--- config.mk ---
export PLATFORM = sky130hd
export DESIGN_NAME = mem_responder
export DESIGN_NICKNAME = d
export VERILOG_FILES = /design/src/rtl/mem_responder.sv
export SDC_FILE = /design/constraint.sdc
export NUM_CORES = 1
export LEC_CHECK = 0
export BUFFER_PORTS_ARGS = -buffer_cell sky130_fd_sc_hd__buf_2
export CAP_MARGIN = 30
export CORE_ASPECT_RATIO = 0.6
export CORE_MARGIN = 2
export CORE_UTILIZATION = 45
export DETAILED_ROUTE_END_ITERATION = 7
export PLACE_DENSITY = 0.61
export REMOVE_ABC_BUFFERS = 1
export SKIP_CTS_REPAIR_TIMING = 1
export SLEW_MARGIN = 0
export SYNTH_ARGS = -nofsm -noshare
export SYNTH_HDL_FRONTEND = slang
export SYNTH_SLANG_ARGS = --single-unit
--- constraint.sdc ---
create_clock -name clock -period 2.2 [get_ports clock]
set_input_delay 0.22 -clock clock [delete_from_list [all_inputs] [get_ports clock]]
set_output_delay 0.22 -clock clock [all_outputs]
set_load 0.05 [all_outputs]
--- src/rtl/mem_responder.sv ---
// Single-port word memory for a simple CPU sequencer, with a memory-mapped I/O
// location and a preload (LOAD) mode that locks out CPU accesses.
module mem_responder #(
  parameter int unsigned WORD_W  = 8,
  parameter int unsigned ADDR_W  = 5,
  parameter int unsigned IO_ADDR = 2**ADDR_W - 1
) (
  input  logic              clock,
  input  logic              n_reset,
  input  logic              CS,
  input  logic              R_NW,
  input  logic [ADDR_W-1:0] address,
  input  logic [WORD_W-1:0] wdata,
  output logic [WORD_W-1:0] rdata,
  output logic              rvalid,
  input  logic              ld_en,
  input  logic [ADDR_W-1:0] ld_addr,
  input  logic [WORD_W-1:0] ld_data,
  output logic              ld_busy,
  input  logic [WORD_W-1:0] io_in,
  output logic [WORD_W-1:0] io_out,
  output logic              ignored
);

  typedef enum logic {RUN = 1'b0, LOAD = 1'b1} state_t;

  localparam logic [ADDR_W-1:0] IO_LOC = ADDR_W'(IO_ADDR);

  state_t            state;
  logic [WORD_W-1:0] mem [2**ADDR_W];
  logic              cpu_rd;
  logic              cpu_wr;
  logic              hit_io;

  // CPU accesses are only honoured in RUN; in LOAD they are dropped and flagged.
  always_comb begin
    hit_io = (address == IO_LOC);
    cpu_rd = (state == RUN) && CS && R_NW;
    cpu_wr = (state == RUN) && CS && !R_NW;
  end

  // Array has no reset so a preloaded program survives a CPU reset.
  // The preload write is ordered last, so it wins an entry-cycle address clash.
  always_ff @(posedge clock) begin
    if (n_reset) begin
      if (cpu_wr && !hit_io) mem[address] <= wdata;
      if (ld_en)             mem[ld_addr] <= ld_data;
    end
  end

  always_ff @(posedge clock) begin
    if (!n_reset) begin
      state   <= RUN;
      rdata   <= '0;
      rvalid  <= 1'b0;
      io_out  <= '0;
      ignored <= 1'b0;
      ld_busy <= 1'b0;
    end else begin
      rvalid <= cpu_rd;
      if (cpu_rd) rdata <= hit_io ? io_in : mem[address];
      if (cpu_wr && hit_io) io_out <= wdata;
      if ((state == LOAD) && CS) ignored <= 1'b1;
      case (state)
        RUN: begin
          if (ld_en) begin
            state   <= LOAD;
            ld_busy <= 1'b1;
          end
        end
        LOAD: begin
          if (!ld_en) begin
            state   <= RUN;
            ld_busy <= 1'b0;
          end
        end
      endcase
    end
  end

endmodule

==> out/qor.csv, run 1 <==
metric,value,unit
status,completed,
fin_crit_sh,96.3,%
setup_tns,0,ns
vias,9211,
synthesis.area,14500,sq um
synth_seq_cells,275,
seq_power_share,51.2,%
htreeDepth,1,
yosys-top-cells-area,"edfxtp_1 (53%), mux2_2 (19%), mux2i_1 (4.6%), mux4_2 (3.9%), dfxtp_1 (2.8%)",
clk_pin_slew,0.06,ns
fp.dieW,235,microns
tritoncts,yes,
multi_input_area,5890,sq um
io_buffers,57,
internal_power,0.00855,W
crit_path_max_incr_delay,0.34,ns
syn_inst,965,
max_freq,0.472,GHz
required,2.47,ns
dpl-instance-area,15500,sq um
antenna_found_initial,0,
dp_hpwl,28600,microns
hold_depth,3,
stdcell_area,16400,sq um
drt_wl_total,43400,microns
cts_buffers,27,
swShare,24.1,%
regArea,8060,sq um
cts_buffer_depth,3,
die_area,33600,sq um
post-route-drc-count,0,
finalPower,0.0113,W
cp_max_fo,8,
setup_violations,0,
slew_viol_final,0,
drt-wirelength-per-cell,29.0,microns
path_delay_family,simple AND/OR/NAND/NOR gates,
hp-class,in2reg,
drt_first_pass_iters,5,
gp_congestion,0.973,
worst_pin_slew,0.952,ns
ff2ff_path_depth,7,
detail-route-antenna-nets,0,
powerDensity,689,nW/um^2
fin_util,52.1,%
grt_max_degree,34,
cts_sinks,275,
area_growth,13.1,%
timing.final.hold_violations,0,
pwr-share-clk,39.2,%
path_buf_inv,2,
drive_gt1_share,45.9,%
p_comb_share,9.6,%
rsz0062_at_grt,true,
worstSkewPairLatency,0.57,ns
synth_ff_type,edfxtp_1,
vdd_ir_drop_max,0.590,mV
fin_skew,0.0241,ns
drt_iter0_drc,1186,
crit_cells,7,
avgSynthCellArea,15.0,sq um
synth_common_cells,"edfxtp_1 (255), mux2_2 (250), mux2i_1 (66)",
nNetsFinal,1098,
core,31400,sq um
num_rows,50,
cp-end-kind,flip-flop,
initial_core_util,46.0,%
p_sw,0.00272,W
relSlewSlack,36.6,%
grt.total_usage,26.1,%
drv_cap,0,
worst_slack,0.0808,ns
synthArstFlopShare,0,%
fill_cells,2716,
crit_chain,nor3b_1 > buf_4 > nand2_1 > nor2_1 > nand2_1 > o22ai_1 > buf_4,
fin_crit,2.12,ns
synth.most_common_cell,edfxtp_1,
grt_overflow_total,0,
worst_setup_path_start_kind,flip-flop,
yosys.area.top_type,edfxtp_1,
grt_pass1_wl,63600,microns
ioPinCount,58,
critical-path-slowest-cell,dfxtp_1,
critPathArrivalTime,2.38,ns
synth_top_area_share,53.0,%
synth-seq-area-share,55.7,%
place_ws,-0.116,ns
synth-warning-count,0,
synth_edf_count,255,
grt_pass1_vias,8932,
netlist-cell-type-count,56,
leakage,5.67,nW
cts_root_buffer,clkbuf_16,
crit_type,reg2reg,
die_h,143,microns
vias_per_cell,6.16,
-- sequential cells by signal, summed over array words and instances (netlist names) --
signal / count
ignored: 1
io_out: 8
ld_busy: 1
mem: 255
rdata: 8
rvalid: 1
state: 1
-- cell usage in the layout (no fill, tap or decap), types with 5 or more instances in the layout --
cell type	synthesis	layout
nor3b_1	9	9
mux2_1	7	7
o21ai_0	27	26
buf_12	4	5
buf_2	13	56
nor2b_1	6	6
buf_4	10	87
a21oi_1	7	7
nand3_1	11	11
nor2_1	24	24
mux2_2	250	250
a32oi_1	8	8
clkbuf_16	0	27
nor2_2	9	9
nand2_1	34	34
clkinv_1	0	5
clkinv_2	0	6
clkbuf_1	42	6
mux2i_1	66	66
mux4_2	25	25
dfxtp_1	20	20
mux4_1	11	11
nand2_2	10	10
edfxtp_1	255	255
o22ai_1	35	35
-- path summary, 6_finish.rpt --
check	start	to	slack, ns
hold reg to reg	ld_busy$_SDFFE_PN0P_	ld_busy$_SDFFE_PN0P_	0.47
hold / removal	io_in[1]	rdata[1]$_SDFFE_PN0P_	0.04
setup reg to reg	state$_DFF_P_	mem[24][6]$_DFFE_PP_	0.08
setup / recovery	state$_DFF_P_	mem[24][6]$_DFFE_PP_	0.08
-- routing by layer --
layer / wire, microns / track usage [%] / part of all wire [%]
met3: 4140 / 6.53 / 9.5
met1: 20700 / 41.4 / 48
met4: 1050 / 5.73 / 2.4
met2: 17500 / 35.4 / 40
met5: 0 / 0 / 0
-- power by group through the flow --
| stage | clock network (W) | logic (W) | registers [W] |
|---|---|---|---|
| finish | 0.00442 | 0.00108 | 0.00577 |
| global route | 0.00469 | 0.00114 | 0.00576 |
| CTS | 0.00448 | 0.00107 | 0.00577 |
| detailed placement | 0 | 0.00106 | 0.00588 |
| global placement | 0 | 0.00105 | 0.00588 |
| floorplan | 0 | 0.000484 | 0.00591 |
-- area by class of cell --
cell class                      instances  share of cell area, %
Sequential cell                       275                   49.3
Multi-Input combinational cell        600                   36.0
Timing Repair Buffer                  150                   6.44
Clock buffer                           33                   4.27
Tap cell                              416                   3.18
Clock inverter                         15                  0.627
Inverter                                5                  0.115
Antenna cell                            2                 0.0306
-- stage by stage --
step	std cells	hold slack (ns)
6_report	1496	0.0389
5_1_grt	1494	0.0332
4_1_cts	1492	-0.108
3_5_place_dp	1444	0.465
3_3_place_gp	1444	0.448
2_1_floorplan	880	0.358
-- worst register-to-register path, stage by stage (launching register included) --
cell and delay, ns:
dfxtp_1 0.34, nor3b_1 0.27, buf_4 0.19, nand2_1 0.06
nor2_1 0.12, nand2_1 0.32, o22ai_1 0.28, buf_4 0.24
-- logic make-up after synthesis --
logic type / after synthesis / synth area share (%)
mux: 359 / 30.5
flops: 275 / 55.7
buf+inv: 90 / 3.50
simple gates: 145 / 6.12
compound gates: 96 / 4.17
Power figures use the tool's default switching activity.
==> run 2, diff against run 1 <==
--- a/config.mk
+++ b/config.mk
@@ -12,7 +12,6 @@
 export CORE_UTILIZATION = 45
 export DETAILED_ROUTE_END_ITERATION = 7
 export PLACE_DENSITY = 0.61
-export REMOVE_ABC_BUFFERS = 1
 export SKIP_CTS_REPAIR_TIMING = 1
 export SLEW_MARGIN = 0
 export SYNTH_ARGS = -nofsm -noshare
==> run 2 against run 1 <==
Compared with the run above:
- first-iteration DRC count fell by 8.6%
- worst setup slack got worse by 0.0098 ns
- combinational power hardly changed
- cell area fell by 0.18%
- largest cell class unchanged
- register-to-register slack about the same
- count of clock-buffer cells in the layout down 1
- routed wire length decreased by 0.96%
- cell count is 0.27% lower
==> out/qor.csv, run 2 (synthesis gave the netlist of run 1 again) <==
metric,value,unit
drt-wirelength-per-cell,28.8,microns
cts_sinks,275,
synth_fp_nets,1004,
grt.total_usage,26.0,%
largest_reg_flops,255,
setup_violations,0,
setup_tns,0,ns
cp_max_fo,8,
dp_hpwl,27900,microns
timing.final.hold_violations,0,
regArea,8060,sq um
detail-route-antenna-nets,0,
slew_viol_final,0,
final_cell_mix,"edfxtp_1 (255), mux2_2 (250), buf_4 (86)",
top_register,mem,
die_area,33600,sq um
powerDensity,683,nW/um^2
area_growth,12.9,%
num_rows,50,
post-route-drc-count,0,
cts_root_buffer,clkbuf_16,
fill_cells,2713,
drive_gt1_share,46.3,%
worst_slack,0.0710,ns
gp_congestion,0.879,
grt_overflow_total,0,
status,completed,
reg_top3,"mem (255), io_out (8), rdata (8)",
drt_wl_total,42900,microns
worstSkewPairLatency,0.56,ns
final_common_cell,edfxtp_1,
cts_buffers,27,
rsz0062_at_grt,false,
multi_input_area,5920,sq um
grt_pass1_wl,63300,microns
vias_per_cell,6.19,
drt_first_pass_iters,5,
max_freq,0.470,GHz
worst_pin_slew,0.979,ns
hp-class,in2reg,
place_ws,-0.176,ns
cts_buffer_depth,3,
critPathArrivalTime,2.31,ns
relSlewSlack,34.7,%
drt_iter0_drc,1084,
vdd_ir_drop_max,0.567,mV
fp.dieW,235,microns
fin_crit_sh,96.8,%
vias,9238,
tritoncts,yes,
fin_skew,0.0115,ns
nNetsFinal,1096,
required,2.38,ns
cp-end-kind,flip-flop,
die_h,143,microns
grt_max_degree,39,
core,31400,sq um
grt_pass1_vias,8930,
htreeDepth,1,
antenna_found_initial,0,
drv_cap,0,
ioPinCount,58,
fin_crit,2.13,ns
fin_util,52.0,%
initial_core_util,46.0,%
io_buffers,57,
hold_slack,0.0278,ns
finalPower,0.0111,W
worst_setup_path_start_kind,flip-flop,
clk_pin_slew,0.07,ns
n_antenna_cell,0,
leakage,5.65,nW
crit_type,reg2reg,
==> run 2: cell type report <==
type	count	area share [%]
clock buffer	32	4.25
clock inverter	16	0.460
inverter	5	0.115
multi-input combinational	600	36.3
sequential	275	49.4
tap	416	3.19
timing repair buffer	148	6.35
==> run 2: power by group <==
part / internal [W] / total, W / switching [W]
registers: 0.00575 / 0.00577 / 0.0000172
logic: 0.000440 / 0.00111 / 0.000666
clock network: 0.00224 / 0.00427 / 0.00204
==> run 2: critical path: stages, from the launching register on <==
cell and delay, ns:
dfxtp_1 0.33, nor3b_2 0.26, buf_4 0.16, nand4_1 0.11
buf_4 0.19, o21bai_1 0.71
==> run 2: per-layer routing <==
layer,GRT usage [%],wire length [microns]
met1,41.5,20700
met2,35.4,17200
met3,6.24,4350
met4,4.69,713
met5,0,0
==> run 2: through the flow <==
stage	cells	instance area (sq um)
3_3_place_gp	1443	15500
3_5_place_dp	1443	15500
2_1_floorplan	965	14500
5_1_grt	1492	16300
4_1_cts	1491	16300
6_report	1492	16300
==> run 2: worst paths after layout <==
check                                       startpoint                      to  slack (ns)  cells after the start
worst max-delay path                     state$_DFF_P_    mem[11][4]$_DFFE_PP_        0.07                      5
worst min-delay path                          io_in[7]   rdata[7]$_SDFFE_PN0P_        0.03                      3
worst max register to register           state$_DFF_P_    mem[11][4]$_DFFE_PP_        0.07                      5
worst min register to register  io_out[5]$_SDFFE_PN0P_  io_out[5]$_SDFFE_PN0P_        0.49                      2
